--- src/rtl/sram_arbiter_if.sv ---
// Avalon-MM style request port between one bus master and the SRAM arbiter.
// Latency: none, this is wiring only.
// Backpressure: the slave holds waitrequest high until the completion cycle of the transfer.
interface sram_arbiter_if #(
    parameter int DATA_BITS = 16,
    parameter int ADDR_BITS = 20
);
    logic [ADDR_BITS-1:0]   address;
    logic                   read;
    logic                   write;
    logic [DATA_BITS/8-1:0] byteenable;
    logic [DATA_BITS-1:0]   writedata;
    logic [DATA_BITS-1:0]   readdata;
    logic                   waitrequest;

    // Bus master: issues requests and holds them while waitrequest is high.
    modport master (
        output address, read, write, byteenable, writedata,
        input  readdata, waitrequest
    );

    // Arbiter side: consumes requests, returns data and the completion pulse.
    modport slave (
        input  address, read, write, byteenable, writedata,
        output readdata, waitrequest
    );
endinterface

--- src/rtl/sram_arbiter.sv ---
// Two-port round-robin arbiter that sequences one asynchronous SRAM access at a time.
// Latency: request sampled in IDLE at cycle t completes (waitrequest low) at t+2+WAIT_CYCLES.
// Backpressure: each port's waitrequest stays high except for the single completion cycle.
module sram_arbiter #(
    parameter int DATA_BITS   = 16,   // multiple of 8
    parameter int ADDR_BITS   = 20,
    parameter int WAIT_CYCLES = 2     // strobe low time, 1..15
) (
    input  logic                   clk,
    input  logic                   reset,
    sram_arbiter_if.slave          m0,
    sram_arbiter_if.slave          m1,
    output logic                   sram_chipselect_n,
    output logic                   sram_read_n,
    output logic                   sram_write_n,
    output logic [DATA_BITS/8-1:0] sram_byteenable_n,
    output logic [ADDR_BITS-1:0]   sram_address,
    output logic [DATA_BITS-1:0]   sram_writedata,
    input  logic [DATA_BITS-1:0]   sram_readdata
);
    localparam int BE_BITS = DATA_BITS / 8;
    localparam int CNT_W   = 4;

    typedef enum logic [1:0] {
        IDLE   = 2'd0,
        SETUP  = 2'd1,
        STROBE = 2'd2,
        DONE   = 2'd3
    } state_t;

    state_t state, state_d;

    logic [CNT_W-1:0] cnt, cnt_d;
    logic             last_grant, last_grant_d;
    logic             grant, grant_d;
    logic             is_write, is_write_d;

    // The SRAM pin registers double as the latched address/byteenable/writedata
    // of the granted transfer: they are loaded once on grant and held to DONE.
    logic                 cs_n_q, cs_n_d;
    logic                 rd_n_q, rd_n_d;
    logic                 wr_n_q, wr_n_d;
    logic [BE_BITS-1:0]   be_n_q, be_n_d;
    logic [ADDR_BITS-1:0] addr_q, addr_d;
    logic [DATA_BITS-1:0] wdata_q, wdata_d;

    logic                 wait0_q, wait0_d;
    logic                 wait1_q, wait1_d;
    logic [DATA_BITS-1:0] rdata0_q, rdata0_d;
    logic [DATA_BITS-1:0] rdata1_q, rdata1_d;

    logic req0, req1, sel;

    assign req0 = m0.read | m0.write;
    assign req1 = m1.read | m1.write;

    // On a tie the port that did not win last time goes; a lone requester always wins.
    assign sel = (req0 && req1) ? ~last_grant : ~req0;

    // Next state and next registered outputs; every output is a flop so no
    // master input ever reaches an SRAM pin combinationally.
    always_comb begin
        state_d      = state;
        cnt_d        = cnt;
        last_grant_d = last_grant;
        grant_d      = grant;
        is_write_d   = is_write;
        cs_n_d       = cs_n_q;
        rd_n_d       = 1'b1;
        wr_n_d       = 1'b1;
        be_n_d       = be_n_q;
        addr_d       = addr_q;
        wdata_d      = wdata_q;
        wait0_d      = 1'b1;
        wait1_d      = 1'b1;
        rdata0_d     = rdata0_q;
        rdata1_d     = rdata1_q;

        case (state)
            IDLE: begin
                if (req0 || req1) begin
                    state_d      = SETUP;
                    grant_d      = sel;
                    last_grant_d = sel;
                    // A simultaneous read+write request is performed as a write.
                    is_write_d   = sel ? m1.write : m0.write;
                    cs_n_d       = 1'b0;
                    be_n_d       = sel ? ~m1.byteenable : ~m0.byteenable;
                    addr_d       = sel ? m1.address : m0.address;
                    wdata_d      = sel ? m1.writedata : m0.writedata;
                end else begin
                    cs_n_d = 1'b1;
                    be_n_d = '1;
                end
            end

            SETUP: begin
                state_d = STROBE;
                cnt_d   = CNT_W'(WAIT_CYCLES - 1);
                rd_n_d  = is_write;
                wr_n_d  = ~is_write;
            end

            STROBE: begin
                if (cnt == '0) begin
                    // Last strobe cycle: sample the bridge and raise the strobe
                    // while chip-select and data stay put for hold time.
                    state_d = DONE;
                    if (!is_write) begin
                        if (grant) begin
                            rdata1_d = sram_readdata;
                        end else begin
                            rdata0_d = sram_readdata;
                        end
                    end
                    wait0_d = grant;
                    wait1_d = ~grant;
                end else begin
                    cnt_d  = cnt - CNT_W'(1);
                    rd_n_d = is_write;
                    wr_n_d = ~is_write;
                end
            end

            DONE: begin
                // The following IDLE cycle is the bus-turnaround gap.
                state_d = IDLE;
                cs_n_d  = 1'b1;
                be_n_d  = '1;
            end

            default: begin
                state_d = IDLE;
                cs_n_d  = 1'b1;
                be_n_d  = '1;
            end
        endcase
    end

    // State, arbitration history and all registered outputs.
    always_ff @(posedge clk or posedge reset) begin
        if (reset) begin
            state      <= IDLE;
            cnt        <= '0;
            last_grant <= 1'b1;
            grant      <= 1'b0;
            is_write   <= 1'b0;
            cs_n_q     <= 1'b1;
            rd_n_q     <= 1'b1;
            wr_n_q     <= 1'b1;
            be_n_q     <= '1;
            addr_q     <= '0;
            wdata_q    <= '0;
            wait0_q    <= 1'b1;
            wait1_q    <= 1'b1;
            rdata0_q   <= '0;
            rdata1_q   <= '0;
        end else begin
            state      <= state_d;
            cnt        <= cnt_d;
            last_grant <= last_grant_d;
            grant      <= grant_d;
            is_write   <= is_write_d;
            cs_n_q     <= cs_n_d;
            rd_n_q     <= rd_n_d;
            wr_n_q     <= wr_n_d;
            be_n_q     <= be_n_d;
            addr_q     <= addr_d;
            wdata_q    <= wdata_d;
            wait0_q    <= wait0_d;
            wait1_q    <= wait1_d;
            rdata0_q   <= rdata0_d;
            rdata1_q   <= rdata1_d;
        end
    end

    assign sram_chipselect_n = cs_n_q;
    assign sram_read_n       = rd_n_q;
    assign sram_write_n      = wr_n_q;
    assign sram_byteenable_n = be_n_q;
    assign sram_address      = addr_q;
    assign sram_writedata    = wdata_q;

    assign m0.waitrequest = wait0_q;
    assign m1.waitrequest = wait1_q;
    assign m0.readdata    = rdata0_q;
    assign m1.readdata    = rdata1_q;
endmodule

--- src/flat_wrapper.sv ---
// flat-port wrapper written by rule: the top's interface ports become plain ports
module sram_arbiter_flat 
#(
    parameter int DATA_BITS   = 16,                   
    parameter int ADDR_BITS   = 20,
    parameter int WAIT_CYCLES = 2                              
)
  (clk, reset, sram_chipselect_n, sram_read_n, sram_write_n, sram_byteenable_n, sram_address, sram_writedata, sram_readdata, m0_address, m0_read, m0_write, m0_byteenable, m0_writedata, m0_readdata, m0_waitrequest, m1_address, m1_read, m1_write, m1_byteenable, m1_writedata, m1_readdata, m1_waitrequest);
  sram_arbiter_if #(.DATA_BITS(DATA_BITS), .ADDR_BITS(ADDR_BITS)) m0_i ();
  sram_arbiter_if #(.DATA_BITS(DATA_BITS), .ADDR_BITS(ADDR_BITS)) m1_i ();
  input  logic clk;
  input  logic reset;
  output logic sram_chipselect_n;
  output logic sram_read_n;
  output logic sram_write_n;
  output logic [DATA_BITS/8-1:0] sram_byteenable_n;
  output logic [ADDR_BITS-1:0] sram_address;
  output logic [DATA_BITS-1:0] sram_writedata;
  input  logic [DATA_BITS-1:0] sram_readdata;
  input wire logic [$bits(m0_i.address)-1:0] m0_address;
  input wire logic [$bits(m0_i.read)-1:0] m0_read;
  input wire logic [$bits(m0_i.write)-1:0] m0_write;
  input wire logic [$bits(m0_i.byteenable)-1:0] m0_byteenable;
  input wire logic [$bits(m0_i.writedata)-1:0] m0_writedata;
  output wire logic [$bits(m0_i.readdata)-1:0] m0_readdata;
  output wire logic [$bits(m0_i.waitrequest)-1:0] m0_waitrequest;
  input wire logic [$bits(m1_i.address)-1:0] m1_address;
  input wire logic [$bits(m1_i.read)-1:0] m1_read;
  input wire logic [$bits(m1_i.write)-1:0] m1_write;
  input wire logic [$bits(m1_i.byteenable)-1:0] m1_byteenable;
  input wire logic [$bits(m1_i.writedata)-1:0] m1_writedata;
  output wire logic [$bits(m1_i.readdata)-1:0] m1_readdata;
  output wire logic [$bits(m1_i.waitrequest)-1:0] m1_waitrequest;
  assign m0_i.address = m0_address;
  assign m0_i.read = m0_read;
  assign m0_i.write = m0_write;
  assign m0_i.byteenable = m0_byteenable;
  assign m0_i.writedata = m0_writedata;
  assign m0_readdata = m0_i.readdata;
  assign m0_waitrequest = m0_i.waitrequest;
  assign m1_i.address = m1_address;
  assign m1_i.read = m1_read;
  assign m1_i.write = m1_write;
  assign m1_i.byteenable = m1_byteenable;
  assign m1_i.writedata = m1_writedata;
  assign m1_readdata = m1_i.readdata;
  assign m1_waitrequest = m1_i.waitrequest;
  sram_arbiter #(.DATA_BITS(DATA_BITS), .ADDR_BITS(ADDR_BITS), .WAIT_CYCLES(WAIT_CYCLES)) u_core (.clk(clk), .reset(reset), .m0(m0_i), .m1(m1_i), .sram_chipselect_n(sram_chipselect_n), .sram_read_n(sram_read_n), .sram_write_n(sram_write_n), .sram_byteenable_n(sram_byteenable_n), .sram_address(sram_address), .sram_writedata(sram_writedata), .sram_readdata(sram_readdata));
endmodule
--- config.mk ---
export PLATFORM = sky130hd
export DESIGN_NAME = sram_arbiter_flat
export DESIGN_NICKNAME = d
export VERILOG_FILES = /design/src/rtl/sram_arbiter_if.sv /design/src/rtl/sram_arbiter.sv /design/src/flat_wrapper.sv
export SDC_FILE = /design/constraint.sdc
export NUM_CORES = 1
export LEC_CHECK = 0
export CORE_UTILIZATION = 45
export DETAILED_ROUTE_END_ITERATION = 12
export MAX_ROUTING_LAYER = met4
export PLACE_DENSITY = 0.81
export SETUP_SLACK_MARGIN = 0.3
export SYNTH_ARGS = -nofsm -noshare
export SYNTH_HDL_FRONTEND = slang
export SYNTH_SLANG_ARGS = --single-unit
export TNS_END_PERCENT = 50
--- constraint.sdc ---
create_clock -name clk -period 8.15 [get_ports clk]
set_clock_uncertainty 0.15 [all_clocks]
set_input_delay 1.63 -clock clk [delete_from_list [all_inputs] [get_ports clk]]
set_output_delay 1.63 -clock clk [all_outputs]
set_load 0.05 [all_outputs]
-- After elaboration in Yosys (flattened, before gate mapping)
Cells that the tools add are included.
W data, S select, Z words.
- bits in registers: 84
- input bits: 98
- output and inout port bits: 75
- logic and storage cells: 63
- add/subtract/negate cells: 1
- equal/unequal tests: 6
- multiplexer cells: 22
- bitwise logic cells: 8
- reduce and logical (&&, ||, !) cells: 11
- operators by type and width (kind ; number):
    $mux W20 ; 1
    $mux W16 ; 1
    $mux W1 ; 9
    $mux W2 ; 4
    $pmux W2 S4 ; 1
    $pmux W4 S2 ; 1
    $reduce_and A4 Y1 ; 2
    $pmux W1 S2 ; 3
    $reduce_and A2 Y1 ; 3
    $eq A2 B2 Y1 const B ; 2
    $logic_not A4 Y1 ; 1
    $mux W4 ; 1
    $ne A2 B1 Y1 const B ; 2
    $not A1 Y1 ; 4
    $not A2 Y2 ; 2
    $pmux W2 S2 ; 1
    $reduce_bool A2 Y1 ; 2
    $sub A4 B1 Y4 const B ; 1
    $eq A2 B1 Y1 const B ; 1
    $logic_not A2 Y1 ; 1
    $ne A2 B2 Y1 const B ; 1
    $or A1 B1 Y1 ; 2
    $logic_and A1 B1 Y1 ; 1
    $logic_or A1 B1 Y1 ; 1

-- Logic depth before layout (Yosys ltp)
- depth after elaboration: 6
- mapped depth: 7
- mapped depth without buffers: 5

-- Worst setup path after synthesis
No wires, ideal clock.
- path kind: input to register
- from: input m0_write
- to: register u_core.addr_q[10] (netlist: u_core.sram_address[10])
- library setup time: 0.126 ns
- arrival: 2.470 ns
- data required time: 7.874 ns
- setup slack: 5.404 ns
- cell stages on the path: 5
- buffers on the path: 2
- cell sequence: or2_2 > buf_2 > buf_2 > a31oi_1 > a21oi_1
- cells in the longest elaborated chain, start to end: 4
- elaborated cells on any way between the ends: 7
- classes of those cells: mux: 2; bitwise: 2; reduce/logical: 3
- ends and longest elaborated chain (item ; RTL line ; text):
    from (decl) ; flat_wrapper.sv:22 ; input wire logic [$bits(m0_i.write)-1:0] m0_write;
    $or A1 B1 Y1 (*) ; sram_arbiter.sv:54 ; assign req0 = m0.read | m0.write;
    $logic_and A1 B1 Y1 / $not A1 Y1 (equally long branches) ; sram_arbiter.sv:58 ; assign sel = (req0 && req1) ? ~last_grant : ~req0;
    $mux W1 ; sram_arbiter.sv:58 ;
    $mux W20 ; sram_arbiter.sv:89 ; addr_d = sel ? m1.address : m0.address;
    to (signal assigned) ; sram_arbiter.sv:168 ; addr_q <= addr_d;
    to (decl) ; sram_arbiter.sv:44 ; logic [ADDR_BITS-1:0] addr_q, addr_d;
Every way passes the cells marked *; elsewhere a longest branch is shown, timed or not.
A chain may end at the register's enable or synchronous reset.

-- Final worst setup path
- from: input m1_write
- to: register u_core.be_n_q[0] (netlist: u_core.sram_byteenable_n[0])
- cells in the longest elaborated chain, start to end: 6
- elaborated cells on any way between the ends: 7
- classes of those cells: mux: 4; bitwise: 1; reduce/logical: 2
- ends and longest elaborated chain (item ; RTL line ; text):
    from (decl) ; flat_wrapper.sv:29 ; input wire logic [$bits(m1_i.write)-1:0] m1_write;
    $or A1 B1 Y1 (*) ; sram_arbiter.sv:55 ; assign req1 = m1.read | m1.write;
    $logic_and A1 B1 Y1 ; sram_arbiter.sv:58 ;
    $mux W1 ; sram_arbiter.sv:58 ;
    $mux W2 ; sram_arbiter.sv:88 ; be_n_d = sel ? ~m1.byteenable : ~m0.byteenable;
    $mux W2 (*) ; sram_arbiter.sv:81 ; if (req0 || req1) begin
    $pmux W2 S2 (*) ; sram_arbiter.sv:79 ; case (state)
    to (signal assigned) ; sram_arbiter.sv:167 ; be_n_q <= be_n_d;
    to (decl) ; sram_arbiter.sv:43 ; logic [BE_BITS-1:0] be_n_q, be_n_d;
Marks and branches as above.

==> metrics <==
CTS Hold Bufs=0; synthesized instance count=359; worst skew pair latency=340 ps; setup violators final=0; largest net degree at the start of global routing=85; Critical Path AT=3610 ps; dpl hpwl=7345 um; Post-DRT Antenna Nets=0; vias per cell=5.562; first-pass GRT wire length=16,080 um; layout cell share with drive strength beyond 1=14.10%; initial antenna violation count=0; routed len/inst=16.69 um; CTS tree=yes; hold violation total from the final report=0; CTS-repair resized insts=0; Startpoint Class=input pin; Crit Path Class=in -> reg; relative slew slack=30.33%; Worst Tran Pin Value=1045 ps; Post-synth EDFFs=0; Finished Core Util=70.39%; hold crit path type=reg -> reg; Peak VDD IR=0.0002681 V; RSZ-0062 raised after global routing=no; Initial Util=46.95%; Core Area=8299 um2; H-tree Lvls=3; worst-path fanout max=37; Post-synth ARST share=100.0%; CTS buffer count=9; max cap viols=0; Synth top area share=48.81%; DRC violations left=0; clk buf depth=2; Avg Cell Area, Syn=10.85 um2; initial DRC count=135; Seq/Total Area, Yosys=54.21%; final cycle utilization of the critical path=42.68%; Sum Neg Setup Slack=0 ps; fmax=0.2875 GHz; GP Congestion=0.7762; clk sink count=84; Final Max Tran Viols=0; drt total wl=10,510 um; worst setup margin=4672 ps; row cnt=33; Cell Area, Synth=3896 um2; DP Worst Slack=4299 ps; post-CTS setup buffer count=0; Power Density=470.8 nW/um2; Ports=173; outcome=finished, final reports clean; grt ovf=0; Buffers on Ports=172; vias in the first global route=3,358; drt first pass iters=4; # nets final=624; Syn-to-layout area delta=49.94%; Yosys reg bits=84; Leakage Power=2.335 nW; vias=3,504; Die H=95.05 um; Setup crit end kind=flip-flop; ANT cells=0; main area contributors after synthesis=dfrtp_1, mux2_2, a31oi_1; post-synth cell types=41; Worst-path clk slew=90 ps; Synth Warn #=0; clock period minus worst slack=3478 ps; GRT Overall Usage=24.07%; full die area=9035 um2; width of the die=95.05 um; CP required=8280 ps; Clk Tree Root Cell=clkbuf_8; Synth Flop Type=dfrtp_1; leading area contributor after synthesis=dfrtp_1; Net Count, Synth=463
worst paths after layout:
check                      depth (start not counted)                          end                     start  slack, ps
min in group asynchronous                          3    u_core.sram_writedata[13]                     reset       1780
max reg2reg                                        5        u_core.m0.readdata[5]           u_core.state[0]       5540
min                                                2     u_core.sram_chipselect_n  u_core.sram_chipselect_n        330
min reg2reg                                        2     u_core.sram_chipselect_n  u_core.sram_chipselect_n        330
max in group asynchronous                          3                u_core.cnt[3]                     reset       5400
max                                                4  u_core.sram_byteenable_n[0]                  m1_write       4670
cell usage after synthesis (2+ instances only):
library cell and count:
a21oi_1 40, buf_2 6, nand2_1 9, nand4_1 2, clkbuf_1 14, buf_4 2, dfstp_2 8, o22ai_1 2
o311a_1 2, a22o_1 2, buf_6 4, nor2_1 43, dfrtp_1 76, nand2b_1 3, mux2_4 10, a31oi_1 36
ha_1 6, inv_1 9, nor3_1 3, o21ai_0 39, mux2_2 23
cell usage in the layout (no fill, tap or decap), drive strengths merged, types with 2 or more instances in the layout:
cell type,count
a21oi,40
a22o,2
a31oi,36
and3b,2
buf,5
clkbuf,9
clkdlybuf4s50,172
clkinv,2
clkinvlp,3
dfrtp,76
dfstp,8
ha,6
inv,10
mux2,33
nand2,9
nand2b,3
nand4,2
nor2,43
nor3,3
o21ai,39
o22ai,2
o311a,2
power breakdown:
part / internal, mW / total, mW / switching [mW] / leakage (nW)
logic: 0.608 / 1.69 / 1.08 / 1.28
registers: 0.638 / 0.760 / 0.121 / 0.959
clock network: 0.143 / 0.298 / 0.155 / 0.0923
layer usage:
metal  wire (um)  part of all wire [%]  track usage [%]
met1        4229                    40            29.59
met2        5240                    50            39.51
met3         976                   9.3            6.140
met4          66                  0.63            6.566
met5           0                     0                -
worst max-delay path, stage by stage:
cell             delay (ps)
clkdlybuf4s50_1         700
o21ba_2                 650
nor2_1                  230
o311a_1                 380
cell type report:
cell class	instances	area, um2
clock buffers	9	123.9
clock inverters	7	75.07
fillers	649	2457
inverters	9	35.03
multi-input cells	239	1605
flip-flops and latches	84	2112
well taps	105	131.4
repair buffers	177	1759
registers in the layout, summed over array words and instances, names as in the netlist:
name / count
u_core.sram_read_n: 1
u_core.last_grant: 1
u_core.m1.waitrequest: 1
u_core.m1.readdata: 16
u_core.sram_chipselect_n: 1
u_core.cnt: 4
u_core.sram_writedata: 16
u_core.sram_byteenable_n: 2
u_core.sram_write_n: 1
u_core.sram_address: 20
u_core.m0.waitrequest: 1
u_core.grant: 1
u_core.is_write: 1
u_core.state: 2
u_core.m0.readdata: 16
metrics by stage:
step	cells	hold slack [ps]	cell area, um2	total power [mW]
after floorplan	359	284.8	3896	1.916
after global placement	614	307.1	5643	2.421
after detailed placement	614	316.6	5643	2.462
after CTS	630	330.1	5842	2.771
after global routing	630	367.8	5842	2.899
final	630	329.0	5842	2.750
logic make-up (layout without fill, tap and decap cells):
| family | count (synthesis) | count (layout) | share of synthesized area [%] |
|---|---|---|---|
| flip-flops | 84 | 84 | 54.21 |
| adder cells (fa/ha/maj) | 6 | 6 | 1.927 |
| buffers and inverters | 36 | 202 | 5.042 |
| AND/OR/NAND/NOR | 70 | 70 | 8.831 |
| AO/OA/AOI/OAI | 129 | 129 | 19.24 |
| multiplexers | 34 | 34 | 10.76 |
No activity file was read; power rests on OpenSTA's default activity.
